`config.mk`:
```
export PLATFORM = sky130hd
export DESIGN_NAME = operand_accumulator
export DESIGN_NICKNAME = d
export VERILOG_FILES = /design/src/rtl/operand_accumulator_pkg.sv /design/src/rtl/operand_accumulator_adder.sv /design/src/rtl/operand_accumulator.sv
export SDC_FILE = /design/constraint.sdc
export NUM_CORES = 1
export LEC_CHECK = 0
export ABC_AREA = 1
export ABC_CLOCK_PERIOD_IN_PS = 6800
export BUFFER_PORTS_ARGS = -buffer_cell sky130_fd_sc_hd__buf_4
export CAP_MARGIN = 15
export CORE_AREA = 2 2 39 41
export DETAILED_ROUTE_END_ITERATION = 7
export DIE_AREA = 0 0 41 43
export GPL_TIMING_DRIVEN = 0
export PLACE_DENSITY = 0.75
export SYNTH_ARGS = -nofsm -noshare
export SYNTH_HDL_FRONTEND = slang
export SYNTH_SLANG_ARGS = --single-unit
```
`constraint.sdc`:
```
create_clock -name clk -period 6.8 [get_ports clk]
set_input_delay 0.68 -clock clk [delete_from_list [all_inputs] [get_ports clk]]
set_output_delay 0.68 -clock clk [all_outputs]
set_load 0.02 [all_outputs]
```
`src/rtl/operand_accumulator_pkg.sv`:
```
// Shared definitions for the operand accumulator: datapath width, FSM
// state encodings and the saturation constant.
package operand_accumulator_pkg;

    localparam int ACC_W = 5;

    typedef enum logic {
        ST_ACC  = 1'b0,
        ST_DONE = 1'b1
    } acc_state_t;

    localparam logic [ACC_W-1:0] ACC_MAX = {ACC_W{1'b1}};

    // Value loaded into the accumulator on an accept: the wrapped sum, or the
    // all-ones ceiling when saturation is requested and the adder carried out.
    function automatic logic [ACC_W-1:0] acc_load(
        input logic [ACC_W-1:0] sum,
        input logic             carry,
        input logic             saturate
    );
        if (saturate && carry) begin
            return ACC_MAX;
        end
        return sum;
    endfunction

endpackage

```
`src/rtl/operand_accumulator_adder.sv`:
```
// fiveBitFullAdder: the ripple-carry adder that forms the accumulator's only
// datapath element. One full-adder cell per bit, carry rippling LSB to MSB.
module fiveBitFullAdder
    import operand_accumulator_pkg::*;
(
    input  logic [ACC_W-1:0] a,
    input  logic [ACC_W-1:0] b,
    input  logic             ci,
    output logic [ACC_W-1:0] s,
    output logic             co
);

    logic [ACC_W:0] carry;

    assign carry[0] = ci;

    // Ripple chain: each cell produces its sum bit and the carry for the next.
    generate
        for (genvar gi = 0; gi < ACC_W; gi++) begin : g_bit
            assign s[gi]        = a[gi] ^ b[gi] ^ carry[gi];
            assign carry[gi+1]  = (a[gi] & b[gi]) | (carry[gi] & (a[gi] ^ b[gi]));
        end
    endgenerate

    assign co = carry[ACC_W];

endmodule

```
`src/rtl/operand_accumulator.sv`:
```
// operand_accumulator: sums N_OPS unsigned operands received over a
// valid/ready handshake and presents the batch sum plus a sticky carry-out
// flag over an output valid/ready handshake.
// Optional build macro ACC_SATURATE_EN: a carry-out clamps the accumulator to
// all-ones instead of wrapping modulo 2**ACC_W.
module operand_accumulator
    import operand_accumulator_pkg::*;
#(
    parameter int N_OPS = 4,
    parameter int CNT_W = 4
) (
    input  logic             clk,
    input  logic             rst_n,
    input  logic             clr,
    input  logic             in_valid,
    output logic             in_ready,
    input  logic [ACC_W-1:0] in_data,
    output logic             out_valid,
    input  logic             out_ready,
    output logic [ACC_W-1:0] out_sum,
    output logic             out_ovf
);

    // Reject configurations where the counter cannot reach N_OPS-1.
    generate
        if (N_OPS < 1 || N_OPS > (2**CNT_W) - 1) begin : g_bad_cfg
            $error("operand_accumulator: N_OPS must be 1..2**CNT_W-1");
        end
    endgenerate

    localparam logic [CNT_W-1:0] LAST_CNT = CNT_W'(N_OPS - 1);

`ifdef ACC_SATURATE_EN
    localparam logic SATURATE = 1'b1;
`else
    localparam logic SATURATE = 1'b0;
`endif

    acc_state_t       state_reg, state_next;
    logic [ACC_W-1:0] acc_reg, acc_next;
    logic             ovf_reg, ovf_next;
    logic [CNT_W-1:0] cnt_reg, cnt_next;
    logic             out_valid_reg, out_valid_next;

    logic [ACC_W-1:0] add_sum;
    logic             add_co;
    logic             accept;

    // Single adder instance; carry-in is unused because every accept starts
    // from the accumulator value alone.
    fiveBitFullAdder u_adder (
        .a  (acc_reg),
        .b  (in_data),
        .ci (1'b0),
        .s  (add_sum),
        .co (add_co)
    );

    assign in_ready  = (state_reg == ST_ACC) && !clr;
    assign accept    = in_valid && in_ready;
    assign out_valid = out_valid_reg;
    assign out_sum   = acc_reg;
    assign out_ovf   = ovf_reg;

    // Next-state logic: soft clear wins over everything except reset.
    always_comb begin
        state_next     = state_reg;
        acc_next       = acc_reg;
        ovf_next       = ovf_reg;
        cnt_next       = cnt_reg;
        out_valid_next = out_valid_reg;

        if (clr) begin
            state_next     = ST_ACC;
            acc_next       = '0;
            ovf_next       = 1'b0;
            cnt_next       = '0;
            out_valid_next = 1'b0;
        end else begin
            case (state_reg)
                ST_ACC: begin
                    if (accept) begin
                        acc_next = acc_load(add_sum, add_co, SATURATE);
                        ovf_next = ovf_reg | add_co;
                        if (cnt_reg == LAST_CNT) begin
                            cnt_next       = '0;
                            state_next     = ST_DONE;
                            out_valid_next = 1'b1;
                        end else begin
                            cnt_next = cnt_reg + 1'b1;
                        end
                    end
                end
                ST_DONE: begin
                    if (out_valid_reg && out_ready) begin
                        state_next     = ST_ACC;
                        out_valid_next = 1'b0;
                        acc_next       = '0;
                        ovf_next       = 1'b0;
                    end
                end
                default: begin
                    state_next = ST_ACC;
                end
            endcase
        end
    end

    // State and datapath registers with synchronous active-low reset.
    always_ff @(posedge clk) begin
        if (!rst_n) begin
            state_reg     <= ST_ACC;
            acc_reg       <= '0;
            ovf_reg       <= 1'b0;
            cnt_reg       <= '0;
            out_valid_reg <= 1'b0;
        end else begin
            state_reg     <= state_next;
            acc_reg       <= acc_next;
            ovf_reg       <= ovf_next;
            cnt_reg       <= cnt_next;
            out_valid_reg <= out_valid_next;
        end
    end

endmodule

```
## After elaboration in Yosys (flattened, before gate mapping)

Index checks and enable logic that the tools add are counted.

- Input bits: 10
- Flip-flop bits (word level): 12
- Output and inout bits: 8

- Muxes and demuxes: 14
- Add/subtract/negate cells: 1
- Bitwise operators: 25
- Equality and inequality tests: 4
- Reduce and logical (&&, ||, !) cells: 8

Operator list:

| cell | number |
|---|---|
| 5-bit 2-to-1 mux | 2 |
| 5-bit case mux with 2 select lines | 1 |
| 1-bit AND | 9 |
| 1-bit XOR | 9 |
| 1-bit 2-to-1 mux | 7 |
| 1-bit case mux with 2 select lines | 3 |
| 1-bit OR | 5 |
| 4-bit by 1-bit adder with 4-bit output (second input constant) | 1 |
| 4-bit by 2-bit == test with 1-bit output (second input constant) | 1 |
| 4-bit 2-to-1 mux | 1 |
| 2-bit by 1-bit != test with 1-bit output (second input constant) | 2 |
| 2-bit AND reduction | 2 |
| 1-bit logical AND | 3 |
| 3-bit AND reduction | 1 |
| 2-bit != test (second input constant) | 1 |
| 1-bit inverter | 2 |
| 2-bit OR reduction | 1 |
| 1-bit zero test | 1 |

## Depth between registers and ports, before layout

Gate-level depths: netlist of the first run.

- Depth in word-level cells: 12
- Depth in mapped cells: 7
- Depth with buffers taken out: 7

## By module

A second synthesis of the first run with hierarchy kept.

- Cell total of the unflattened synthesis: 85
- Area, all modules: 678.2 um^2

Modules (own cells, without submodules):

| module | cells an instance | times used | area an instance (um^2) |
|---|---|---|---|
| operand_accumulator | 70 | 1 | 540.5 |
| fiveBitFullAdder | 15 | 1 | 137.6 |

## Least setup slack after synthesis of the first run

OpenSTA, ideal clock, no wires.

- Kind: input-to-reg
- From: in in_data[0]
- To: reg acc_reg[4] (netlist: out_sum[4])
- Path slack: 4091 ps
- Data arrival time: 2638 ps
- Stages on the path: 7
- Cell sequence: ha_1 > fa_1 > fa_1 > fa_1 > fa_1 > nand2_1 > a21oi_1

- Word-level cells in the longest chain between the ends: 10

RTL lines:

| element | RTL line | source |
|---|---|---|
| start: declaration | operand_accumulator.sv:17 | `input logic [ACC_W-1:0] in_data,` |
| 1-bit AND (2 in a row) | operand_accumulator_adder.sv:21 | `assign carry[gi+1] = (a[gi] & b[gi]) \| (carry[gi] & (a[gi] ^ b[gi]));` |
| 1-bit OR | operand_accumulator_adder.sv:21 |  |
| 1-bit AND | operand_accumulator_adder.sv:21 |  |
| 1-bit OR | operand_accumulator_adder.sv:21 |  |
| 1-bit AND | operand_accumulator_adder.sv:21 |  |
| 1-bit OR | operand_accumulator_adder.sv:21 |  |
| 1-bit XOR | operand_accumulator_adder.sv:20 | `assign s[gi] = a[gi] ^ b[gi] ^ carry[gi];` |
| 5-bit 2-to-1 mux | operand_accumulator.sv:82 | `if (accept) begin` |
| 5-bit case mux with 2 select lines | operand_accumulator.sv:80 | `case (state_reg)` |
| end signal: assignment | operand_accumulator.sv:119 | `acc_reg <= acc_next;` |
| end: declaration | operand_accumulator.sv:40 | `logic [ACC_W-1:0] acc_reg, acc_next;` |

No other way between the ends. The select of a mux whose other input is x is not followed.
A chain may end at the register's enable or synchronous reset.

## Worst setup path in the final report of the first run

Same ends and word-level chain as after synthesis.

==> metrics.md, run 1 <==
| Metric | Value |
|---|---|
| VDD IR max | `roughly 0.14 mV` |
| Fin crit period | `around 2.6 ns` |
| Die W | `about 41 um` |
| Inserted Clock Buffers | `3` |
| Worst-Margin Slew | `just under 0.3 ns` |
| Final core utilization | `between 50 and 60%` |
| PwrDens | `179 nW/um^2` |
| Reg2reg setup slack | `about 4.4 ns` |
| FF-to-FF path depth | `7` |
| Avg Inst Size Synth | `approximately 8.7 um^2` |
| Vias in the first global route | `about 510` |
| Yosys reg bits | `12` |
| Status | `completed` |
| Design area | `830 um^2` |
| CP startpoint | `in_data[0]` |
| Post-cts hold buffer count | `0` |
| Crit-path most repeated cell | `fa_1` |
| Total gr overflow | `0` |
| Top Family by Delay on Critical Path | `adder cells` |
| Core area | `1380 um^2` |
| Share of layout cells above drive strength 1 | `34.7%` |
| Crit path arrival time | `between 2 and 3 ns` |
| DIE HEIGHT | `~43 um` |
| DP Cell Count | `107` |
| Crit share post-route | `around 39%` |
| H-tree Lvls | `1` |
| Synth warn | `0` |
| CTS tree | `built` |
| Leak | `between 0.3 and 0.4 nW` |
| Via-to-Cell Ratio | `between 4 and 5` |
| Die Area | `between 1500 and 2000 um^2` |
| Commonest non-fill, non-tap cell in the layout | `buf_4` |
| CP max stage delay | `0.49 ns` |
| Min-delay worst type | `reg -> reg` |
| Wire per inst | `roughly 11 um` |
| Worst setup slack after layout | `around 4.2 ns` |
| Max Slew Vio Count | `0` |
| Ant. Diodes | `0` |
| Post-placement cell area | `about 790 um^2` |
| Port buffer count | `17` |
| Detailed Routing Iterations Pass 1 | `4` |
| Starting DRT DRC Count | `12` |
| Post-DRT Antenna Nets | `0` |
| Critical path's slowest cell | `fa_1` |
| Sequential cell area fraction in the yosys report | `between 30% and 40%` |
| CP startpoint kind | `input pin` |
| Post-Syn Area | `between 600 and 700 um^2` |
| Worst slew margin | `between 80% and 90%` |
| First-pass GRT wire length | `2170 um` |
| Worst reg2reg path startpoint | `out_sum[0]` |
| Syn Nets | `90` |
| CTS root buffer | `clkbuf_4` |
| Clk buf depth | `2` |
| Max Cap Violations | `0` |
| Post_cts resized | `0` |
| Final wirelength | `around 1300 um` |
| NumNets Final | `approximately 110` |
| Reg2reg end | `out_sum[4]` |
| Hpwl dp | `974 um` |
| Clock sink count | `12` |
| Worst endpoint required time | `around 7 ns` |
| DRC | `0` |
| CP Cell Sequence | `buf_4, ha_1, fa_1, fa_1, fa_1, fa_1, nand2_1, a21oi_1` |
| Area growth syn-to-layout | `28.5%` |
| Worst-Skew Late Latency | `0.27 ns` |
| Worst Setup Path Type | `in -> reg` |
| Postcts setup bufs | `0` |
| Cells after Synth | `74` |
| Initial antenna violation count | `0` |
| Endpoints failing hold | `0` |
| Post-route clock skew | `roughly 0.0013 ns` |
| Crit end category | `flop` |
| Initial Utilization | `46.7%` |
| CP max FO | `1` |
| Clk slew on worst S/H paths | `~0.08 ns` |
| Unique masters post-synth | `20` |
| Crit path depth | `8` |
| Critical path endpoint | `out_sum[4]` |
| Most frequent cells in the layout | `17 x buf_4, 16 x nand2_1, 12 x dfxtp_1, 11 x nand3_1` |
| Largest net degree at the start of global routing | `11` |
| Io pins | `18` |
| WP buf/inv | `1` |
| RSZ-0062 raised after global routing | `no` |
| Via count | `between 500 and 600` |
| Layout Cells excl Fill | `roughly 110` |
| Worst slack at placement | `between 3 and 4 ns` |
| Final setup violating endpoints | `0` |
| Max FFs per register | `5` |
| Gp weighted congestion | `~0.72` |
| TNS Setup | `0 ns` |
| Fmax | `379 MHz` |
| Row cnt | `14` |
| Total GRT Usage | `18.8%` |
==> cell usage after synthesis, drive strengths merged <==
master  count  area [um^2]
a21oi       6         33.8
dfxtp      12          240
fa          4         80.1
ha          2         25.0
inv         7         26.3
nand2      18         77.6
nand3      12         72.6
nand4       1         6.26
nor2        8         50.0
o21ai       2         13.8
o21bai      1         11.3
xor2        1         8.76
==> cell families (layout without fill, tap and decap cells) <==
kind of cell	after synthesis	in the layout	synth area share, %
adders and majority gates	6	6	16.3
DFF	12	12	37.2
buffers and inverters	7	28	4.07
xor gates and xnor gates	1	1	1.36
AOI/OAI and AO/OA	9	9	9.11
and+or+nand+nor	39	39	32.0
==> stage by stage <==
| stage | power [W] | hold WS (ns) |
|---|---|---|
| 2_1_floorplan | 0.0000841 | 0.483 |
| 3_5_place_dp | 0.0000930 | 0.458 |
| 3_3_place_gp | 0.0000926 | 0.447 |
| 5_1_grt | 0.000157 | 0.494 |
| 4_1_cts | 0.000150 | 0.475 |
| 6_report | 0.000149 | 0.472 |
==> area by class of cell <==
class | count | area (um^2)
sequential | 12 | 240
multi-input combinational | 55 | 379
timing repair buffer | 17 | 128
clock buffer | 4 | 36.3
fill | 134 | 554
inverter | 7 | 26.3
tap | 16 | 20.0
==> report_power, final <==
group	internal (W)	total, W	switching (W)	leakage [nW]
Sequential	0.0000714	0.0000725	0.00000112	0.0970
Combinational	0.00000840	0.0000187	0.0000103	0.262
Clock	0.0000325	0.0000574	0.0000248	0.0210
Total	0.000112	0.000149	0.0000362	0.380
==> worst min path at each step <==
stage / startpoint / to / slack (ns) / cells after the start
finish: out_ovf / out_ovf / 0.47 / 2
global route: out_ovf / out_ovf / 0.49 / 2
CTS: out_ovf / out_ovf / 0.47 / 2
detailed placement: out_ovf / out_ovf / 0.46 / 2
global placement: out_ovf / out_ovf / 0.45 / 2
floorplan: cnt_reg[1] / cnt_reg[1] / 0.48 / 2
==> per-layer routing <==
metal  global-route usage [%]  vias up  share of wire [%]
li1                         -      286                  -
met1                     26.3      247                 44
met2                     23.8       12                 50
met3                     7.85        4                4.3
met4                     10.0        0                2.0
met5                        0        -                  0
==> worst min-delay path, stage by stage, from the launching register on <==
cell and delay, ns:
dfxtp_1 0.32, inv_1 0.07, a21oi_2 0.05
Power figures use the tool's default switching activity.
==> inputs of run 2 (changes only) <==
--- a/config.mk
+++ b/config.mk
@@ -5,15 +5,15 @@
 export SDC_FILE = /design/constraint.sdc
 export NUM_CORES = 1
 export LEC_CHECK = 0
-export ABC_AREA = 1
-export ABC_CLOCK_PERIOD_IN_PS = 6800
+export ABC_AREA = 0
+export ABC_CLOCK_PERIOD_IN_PS = 2700
 export BUFFER_PORTS_ARGS = -buffer_cell sky130_fd_sc_hd__buf_4
 export CAP_MARGIN = 15
 export CORE_AREA = 2 2 39 41
 export DETAILED_ROUTE_END_ITERATION = 7
 export DIE_AREA = 0 0 41 43
 export GPL_TIMING_DRIVEN = 0
-export PLACE_DENSITY = 0.75
+export PLACE_DENSITY = 0.69
 export SYNTH_ARGS = -nofsm -noshare
 export SYNTH_HDL_FRONTEND = slang
 export SYNTH_SLANG_ARGS = --single-unit
==> constraint.sdc (replaced) <==
create_clock -name clk -period 2.7 [get_ports clk]
set_input_delay 0.27 -clock clk [delete_from_list [all_inputs] [get_ports clk]]
set_output_delay 0.27 -clock clk [all_outputs]
set_load 0.02 [all_outputs]
==> run 2 against run 1 <==
Sequential share of layout area is 3.0 points higher. Die area unchanged. Sequential cell count did not move. Clock power grew 150%.
==> metrics.md, run 2 <==
| Metric | Value |
|---|---|
| Endpoints failing hold | `0 (unchanged)` |
| Net Sw Frac | `23.1% (-1.2 points)` |
| Worst-Margin Slew | `0.624 ns (+0.328 ns)` |
| Fin crit period | `2.45 ns` |
| Count leader, synth | `dfxtp_1` |
| Crit end category | `flop` |
| Worst slack at placement | `0.146 ns (-3.70 ns)` |
| CP max stage delay | `0.44 ns (-0.05 ns)` |
| Row cnt | `14 (unchanged)` |
| Max Cap Violations | `0 (unchanged)` |
| Critical path's slowest cell | `fa_1` |
| Gate power share | `12.5% (about the same)` |
| Worst Setup Path Type | `reg -> reg` |
| Ys async rst share | `0% (unchanged)` |
| CTS root buffer | `clkbuf_4` |
| DRC | `0 (unchanged)` |
| Avg Inst Size Synth | `10.7 um^2 (+23%)` |
| Yosys reg bits | `12 (unchanged)` |
| Vias in the first global route | `421 (-17%)` |
| PwrDens | `499 nW/um^2 (+180%)` |
| Wire per inst | `11.6 um (+2.6%)` |
| Core area | `1380 um^2 (unchanged)` |
| Initial Utilization | `41.0% (-5.7 points)` |
| Die W | `41 um (unchanged)` |
| Startpoint of the worst hold path | `out_ready` |
| Starting DRT DRC Count | `10 (-2)` |
| Post-Syn Area | `567 um^2 (-12%)` |
| Final core utilization | `54.2% (-5.7 points)` |
| Worst reg2reg path startpoint | `out_sum[0]` |
| TNS Setup | `0 ns (unchanged)` |
| WP buf/inv | `0 (-1)` |
| Worst setup slack after layout | `0.249 ns (-3.91 ns)` |
| Postcts setup bufs | `0 (unchanged)` |
| Post-cts hold buffer count | `0 (unchanged)` |
| VDD IR max | `0.253 mV (+83%)` |
| Crit path arrival time | `2.62 ns (-0.23 ns)` |
| Post-route clock skew | `0.00192 ns (+0.000624 ns)` |
| Total gr overflow | `0 (unchanged)` |
| Max Slew Vio Count | `0 (unchanged)` |
| Clock sink count | `12 (unchanged)` |
| Clock Power Share | `38.2% (-0.4 points)` |
| Hold Path Stages | `4 (+2)` |
| Share of layout cells above drive strength 1 | `33.8% (-0.95 points)` |
| Crit share post-route | `a little over 90%` |
| Worst slew margin | `58.3% (-22 points)` |
| Via count | `465 (-15%)` |
| Top cells by count, synth | `12 x dfxtp_1, 6 x a21oi_1, 5 x a22o_1` |
| Synth area leader | `dfxtp_1` |
| First-pass GRT wire length | `1630 um (-25%)` |
| Commonest non-fill, non-tap cell in the layout | `buf_4` |
| Top_reg_cell synth | `dfxtp_1` |
| CP max FO | `3 (+2)` |
| Unique masters post-synth | `22 (+10%)` |
| Top cell type's share of synthesized area | `42.4% (+5.2 points)` |
| CP startpoint kind | `flop` |
| Share of power burned in registers | `49.3% (+0.5 points)` |
| Synth area leaders | `dfxtp_1 42%, fa_1 14%, a22o_1 7.7%` |
| Worst endpoint required time | `2.87 ns (-4.13 ns)` |
| Ant. Diodes | `0 (unchanged)` |
| Clk buf depth | `2 (unchanged)` |
| Status | `completed` |
| Hpwl dp | `811 um (-17%)` |
| Port buffer count | `17 (unchanged)` |
| Post-DRT Antenna Nets | `0 (unchanged)` |
| P_int | `0.000288 W (+160%)` |
| Worst-Skew Late Latency | `0.27 ns (about the same)` |
| Crit-path most repeated cell | `fa_1` |
| Total GRT Usage | `13.7% (-5.0 points)` |
| Reg2reg setup slack | `0.25 ns (-4.10 ns)` |
| Sw power | `0.0000867 W (+140%)` |
| Io pins | `18 (unchanged)` |
| Gp weighted congestion | `0.712 (-1.6%)` |
| Post_cts resized | `0 (unchanged)` |
| FF-to-FF path depth | `6 (-1)` |
| Syn Nets | `69 (-23%)` |
| RSZ-0062 raised after global routing | `no` |
| Final wirelength | `1040 um (-17%)` |
| Fmax | `approximately 400 MHz` |
| Area growth syn-to-layout | `32.5%` |
| Sequential cell area fraction in the yosys report | `42.4% (+5.2 points)` |
| Clk slew on worst S/H paths | `0.08 ns (about the same)` |
| CTS tree | `built` |
| Largest net degree at the start of global routing | `9 (-2)` |
| Min-delay worst type | `in -> reg` |
| Initial antenna violation count | `0 (unchanged)` |
| Leak | `0.316 nW (-17%)` |
| Min Hold Slack | `0.276 ns (-0.196 ns)` |
| Most frequent cells in the layout | `17 x buf_4, 12 x dfxtp_1, 6 x a21oi_1, 5 x a22o_1` |
| Detailed Routing Iterations Pass 1 | `2 (-2)` |
| H-tree Lvls | `1 (unchanged)` |
| CP Cell Sequence | `ha_1, fa_1, fa_1, fa_1, fa_1, a22o_1` |
| DIE HEIGHT | `43 um (unchanged)` |
| Total power | `0.000375 W (+150%)` |
| Top Family by Delay on Critical Path | `adder cells` |
| Number of flops mapped to enable cells by yosys | `0 (unchanged)` |
| Synth warn | `0 (unchanged)` |
| Max FFs per register | `5 (unchanged)` |
| Final setup violating endpoints | `0 (unchanged)` |
| Inserted Clock Buffers | `3 (unchanged)` |
| Worst Hold End | `state_reg` |
| NumNets Final | `91 (-19%)` |
| Die Area | `1760 um^2 (unchanged)` |
| Via-to-Cell Ratio | `5.17 (+4.5%)` |
| Fillcell total | `128 (-4.5%)` |
| Cells after Synth | `53 (-28%)` |
| Reg2reg end | `out_sum[4]` |
==> run 2: cell count changes after synthesis, sizes merged, moves of 2 or more <==
cell	before	now
a22o	0	5
inv	7	1
nand2	18	4
nand2b	0	2
nand3	12	1
nor2	8	1
nor3	0	2
nor3b	0	2
==> run 2: worst max-delay path by stage <==
stage | slack (ns) | cells after the start | to | from
after floorplan | 0.25 | 6 | out_sum[4] | out_sum[0]
after global placement | 0.20 | 7 | out_sum[4] | in_data[0]
after detailed placement | 0.15 | 7 | out_sum[4] | in_data[0]
after CTS | 0.22 | 6 | out_sum[4] | out_sum[0]
after global routing | 0.19 | 6 | out_sum[4] | out_sum[0]
final | 0.25 | 6 | out_sum[4] | out_sum[0]
==> run 2: routing by layer <==
| metal | part of all wire, % | wire length, um | global-route usage (%) |
|---|---|---|---|
| met3 | 8.0 | 83 | 3.66 |
| met2 | 45 | 467 | 20.6 |
| met4 | 3.0 | 31 | 8.00 |
| met5 | 0 | 0 | 0 |
| met1 | 44 | 458 | 16.7 |
==> run 2: tightest hold or removal path, delay by kind of cell <==
family | cells | cell delay [ns]
buffers and inverters | 1 | 0.08
and+or+nand+nor | 2 | 0.09
AOI/OAI and AO/OA | 1 | 0.06
==> run 2: layout make-up <==
| type | count | area [um^2] | share of cell area [%] |
|---|---|---|---|
| tap | 16 | 20.0 | 2.67 |
| buffer | 1 | 3.75 | 0.500 |
| clock buffer | 4 | 36.3 | 4.83 |
| timing repair buffer | 17 | 128 | 17.0 |
| inverter | 1 | 3.75 | 0.500 |
| multi-input combinational | 39 | 319 | 42.5 |
| sequential | 12 | 240 | 32.0 |
==> run 2: cell families (layout without fill, tap and decap cells) <==
group                      after synthesis  count (layout)  synth area share (%)
xor gates and xnor gates                 1               1                  1.55
and+or+nand+nor                         19              19                  21.4
buffers and inverters                    2              23                  1.32
adders and majority gates                6               6                  18.5
DFF                                     12              12                  42.4
AOI/OAI and AO/OA                       13              13                  14.8
==> run 2: through the flow <==
stage / instances / instance area, um^2
finish: 90 / 751
global route: 90 / 751
CTS: 90 / 751
detailed placement: 86 / 714
global placement: 86 / 714
floorplan: 53 / 567
==> run 2: power groups by stage <==
stage | combinational, W | sequential [W] | clock [W]
floorplan | 0.0000200 | 0.000193 | 0
global placement | 0.0000462 | 0.000189 | 0
detailed placement | 0.0000471 | 0.000189 | 0
CTS | 0.0000479 | 0.000185 | 0.000145
global route | 0.0000520 | 0.000185 | 0.000157
finish | 0.0000469 | 0.000185 | 0.000143
==> inputs of run 3 (changes only) <==
--- a/config.mk
+++ b/config.mk
@@ -6,14 +6,13 @@
 export NUM_CORES = 1
 export LEC_CHECK = 0
 export ABC_AREA = 0
-export ABC_CLOCK_PERIOD_IN_PS = 2700
+export ABC_CLOCK_PERIOD_IN_PS = 3020
 export BUFFER_PORTS_ARGS = -buffer_cell sky130_fd_sc_hd__buf_4
 export CAP_MARGIN = 15
-export CORE_AREA = 2 2 39 41
+export CORE_UTILIZATION = 40
 export DETAILED_ROUTE_END_ITERATION = 7
-export DIE_AREA = 0 0 41 43
 export GPL_TIMING_DRIVEN = 0
-export PLACE_DENSITY = 0.69
+export PLACE_DENSITY = 0.65
 export SYNTH_ARGS = -nofsm -noshare
 export SYNTH_HDL_FRONTEND = slang
 export SYNTH_SLANG_ARGS = --single-unit
==> constraint.sdc (replaced) <==
create_clock -name clk -period 3.02 [get_ports clk]
set_input_delay 0.302 -clock clk [delete_from_list [all_inputs] [get_ports clk]]
set_output_delay 0.302 -clock clk [all_outputs]
set_load 0.02 [all_outputs]
==> run 3 against run 2 <==
Worst hold slack improved by 0.038 ns. Non-clock buffer count unchanged. Combinational power decreased by 10%. Worst setup slack improved by 0.34 ns. Sequential share of layout area increased by 0.65 points. First-iteration DRC count decreased by 100%. Critical endpoint unchanged.
==> metrics.md, run 3 (same netlist as run 2, synthesis figures left out) <==
| Metric | Value |
|---|---|
| Status | `completed` |
| NumNets Final | `91 (unchanged)` |
| Net Sw Frac | `23.9% (+0.73 points)` |
| Via count | `464 (-0.22%)` |
| Most frequent cells in the layout | `17 x buf_4, 12 x dfxtp_1, 6 x a21oi_1, 5 x a22o_1` |
| Clk slew on worst S/H paths | `0.07 ns (about the same)` |
| Die W | `39.6 um (-3.3%)` |
| Clock Power Share | `31.5% (-6.7 points)` |
| Top Family by Delay on Critical Path | `adder cells` |
| Initial antenna violation count | `0 (unchanged)` |
| CP startpoint kind | `flop` |
| Fin crit period | `2.43 ns (-0.0198 ns)` |
| Core area | `1320 um^2 (-4.8%)` |
| Crit share post-route | `80.5% (-10 points)` |
| Endpoints failing hold | `0 (unchanged)` |
| Worst-Skew Late Latency | `0.27 ns (about the same)` |
| CTS tree | `built` |
| Gp weighted congestion | `0.688 (-3.4%)` |
| TNS Setup | `0 ns (unchanged)` |
| CTS root buffer | `clkbuf_4` |
| Initial Utilization | `43.0% (+2.1 points)` |
| Gate power share | `13.9% (+1.4 points)` |
| PwrDens | `411 nW/um^2 (-18%)` |
| Min-delay worst type | `in -> reg` |
| Final setup violating endpoints | `0 (unchanged)` |
| Layout Cells excl Fill | `88 (-2.2%)` |
| Post-route clock skew | `0.00461 ns (+0.00269 ns)` |
| Worst endpoint required time | `3.18 ns (+0.31 ns)` |
| Detailed Routing Iterations Pass 1 | `1 (-1)` |
| Leak | `0.309 nW (-2.3%)` |
| Total GRT Usage | `17.4% (+3.6 points)` |
| WP buf/inv | `0 (unchanged)` |
| Worst Setup Path Type | `reg -> reg` |
| First-pass GRT wire length | `1660 um (+1.7%)` |
| Commonest non-fill, non-tap cell in the layout | `buf_4` |
| CP max FO | `3 (unchanged)` |
| CP Cell Sequence | `ha_1, fa_1, fa_1, fa_1, fa_1, a22o_1` |
| Via-to-Cell Ratio | `5.27 (+2.1%)` |
| Starting DRT DRC Count | `0 (-10)` |
| Post-cts hold buffer count | `0 (unchanged)` |
| Max Cap Violations | `0 (unchanged)` |
| Die Area | `1570 um^2 (-11%)` |
| Postcts setup bufs | `0 (unchanged)` |
| RSZ-0062 raised after global routing | `no` |
| Largest net degree at the start of global routing | `9 (unchanged)` |
| Port buffer count | `17 (unchanged)` |
| H-tree Lvls | `1 (unchanged)` |
| DP Cell Count | `85 (-1.2%)` |
| Crit end category | `flop` |
| Wire per inst | `12.6 um (+8.9%)` |
| Vias in the first global route | `374 (-11%)` |
| Crit-path most repeated cell | `fa_1` |
| P_int | `0.000230 W (-20%)` |
| Worst slew margin | `56.7% (-1.6 points)` |
| Worst-Margin Slew | `0.647 ns (+0.0233 ns)` |
| Ant. Diodes | `0 (unchanged)` |
| Fmax | `411 MHz (+0.81%)` |
| Min Hold Slack | `0.314 ns (+0.0382 ns)` |
| Final wirelength | `1110 um (+6.4%)` |
| DIE HEIGHT | `39.6 um (-7.8%)` |
| DRC | `0 (unchanged)` |
| Post_cts resized | `0 (unchanged)` |
| Row cnt | `13 (-1)` |
| Critical path's slowest cell | `fa_1` |
| Total gr overflow | `0 (unchanged)` |
| Io pins | `18 (unchanged)` |
| Crit path arrival time | `2.60 ns (-0.02 ns)` |
| CP max stage delay | `0.44 ns (about the same)` |
| Clock sink count | `12 (unchanged)` |
| Hpwl dp | `860 um (+6.0%)` |
| VDD IR max | `0.286 mV (+13%)` |
| Share of layout cells above drive strength 1 | `32.9% (-0.91 points)` |
| Sw power | `0.0000722 W (-17%)` |
| Share of power burned in registers | `54.6% (+5.3 points)` |
| Inserted Clock Buffers | `3 (unchanged)` |
| Max Slew Vio Count | `0 (unchanged)` |
| Clk buf depth | `2 (unchanged)` |
| Max FFs per register | `5 (unchanged)` |
| Post-DRT Antenna Nets | `0 (unchanged)` |
| Area growth syn-to-layout | `29.8%` |
==> run 3: changes by cell type in the layout (fill, tap and decap cells not counted), sizes merged <==
cell | previous run | this run
clkbuf | 5 | 4
==> run 3: final cells by class <==
cell class	instances	area (um^2)
Sequential cell	12	240
Fill cell	123	582
Multi-Input combinational cell	39	319
Clock buffer	3	22.5
Inverter	1	3.75
Tap cell	15	18.8
Timing Repair Buffer	17	128
Buffer	1	3.75
==> run 3: final timing paths <==
path | cells past startpoint | startpoint | slack, ns | endpoint
max | 6 | out_sum[0] | 0.59 | out_sum[4]
min | 4 | out_ready | 0.31 | state_reg
max reg2reg | 6 | out_sum[0] | 0.59 | out_sum[4]
min reg2reg | 2 | cnt_reg[1] | 0.49 | cnt_reg[1]
==> run 3: worst min-delay path, delay by kind of cell <==
| kind | cells | cell delay [ns] |
|---|---|---|
| AOI/OAI and AO/OA | 1 | 0.06 |
| and+or+nand+nor | 2 | 0.09 |
| buffers and inverters | 1 | 0.08 |
==> run 3: stage by stage <==
step	utilization, %	setup WS (ns)	cell area [um^2]	total power [W]
after floorplan	-	0.573	567	0.000190
after global placement	54.1	0.488	713	0.000210
after detailed placement	54.1	0.459	713	0.000212
after CTS	55.8	0.563	736	0.000308
after global routing	55.8	0.508	736	0.000319
final	55.8	0.589	736	0.000302
==> run 3: power by group through the flow <==
stage / combinational, W / sequential (W) / clock (W)
2_1_floorplan: 0.0000179 / 0.000172 / 0
3_3_place_gp: 0.0000416 / 0.000169 / 0
3_5_place_dp: 0.0000427 / 0.000169 / 0
4_1_cts: 0.0000428 / 0.000165 / 0.0000999
5_1_grt: 0.0000465 / 0.000166 / 0.000107
6_report: 0.0000420 / 0.000165 / 0.0000952
==> run 3: per-layer routing <==
metal	track usage [%]	share of wire, %	vias up	wire (um)
met5	0	0	-	0
li1	-	-	231	-
met1	19.3	44	218	491
met3	8.52	5.7	2	63
met4	10.3	1.2	0	13
met2	26.2	49	13	538
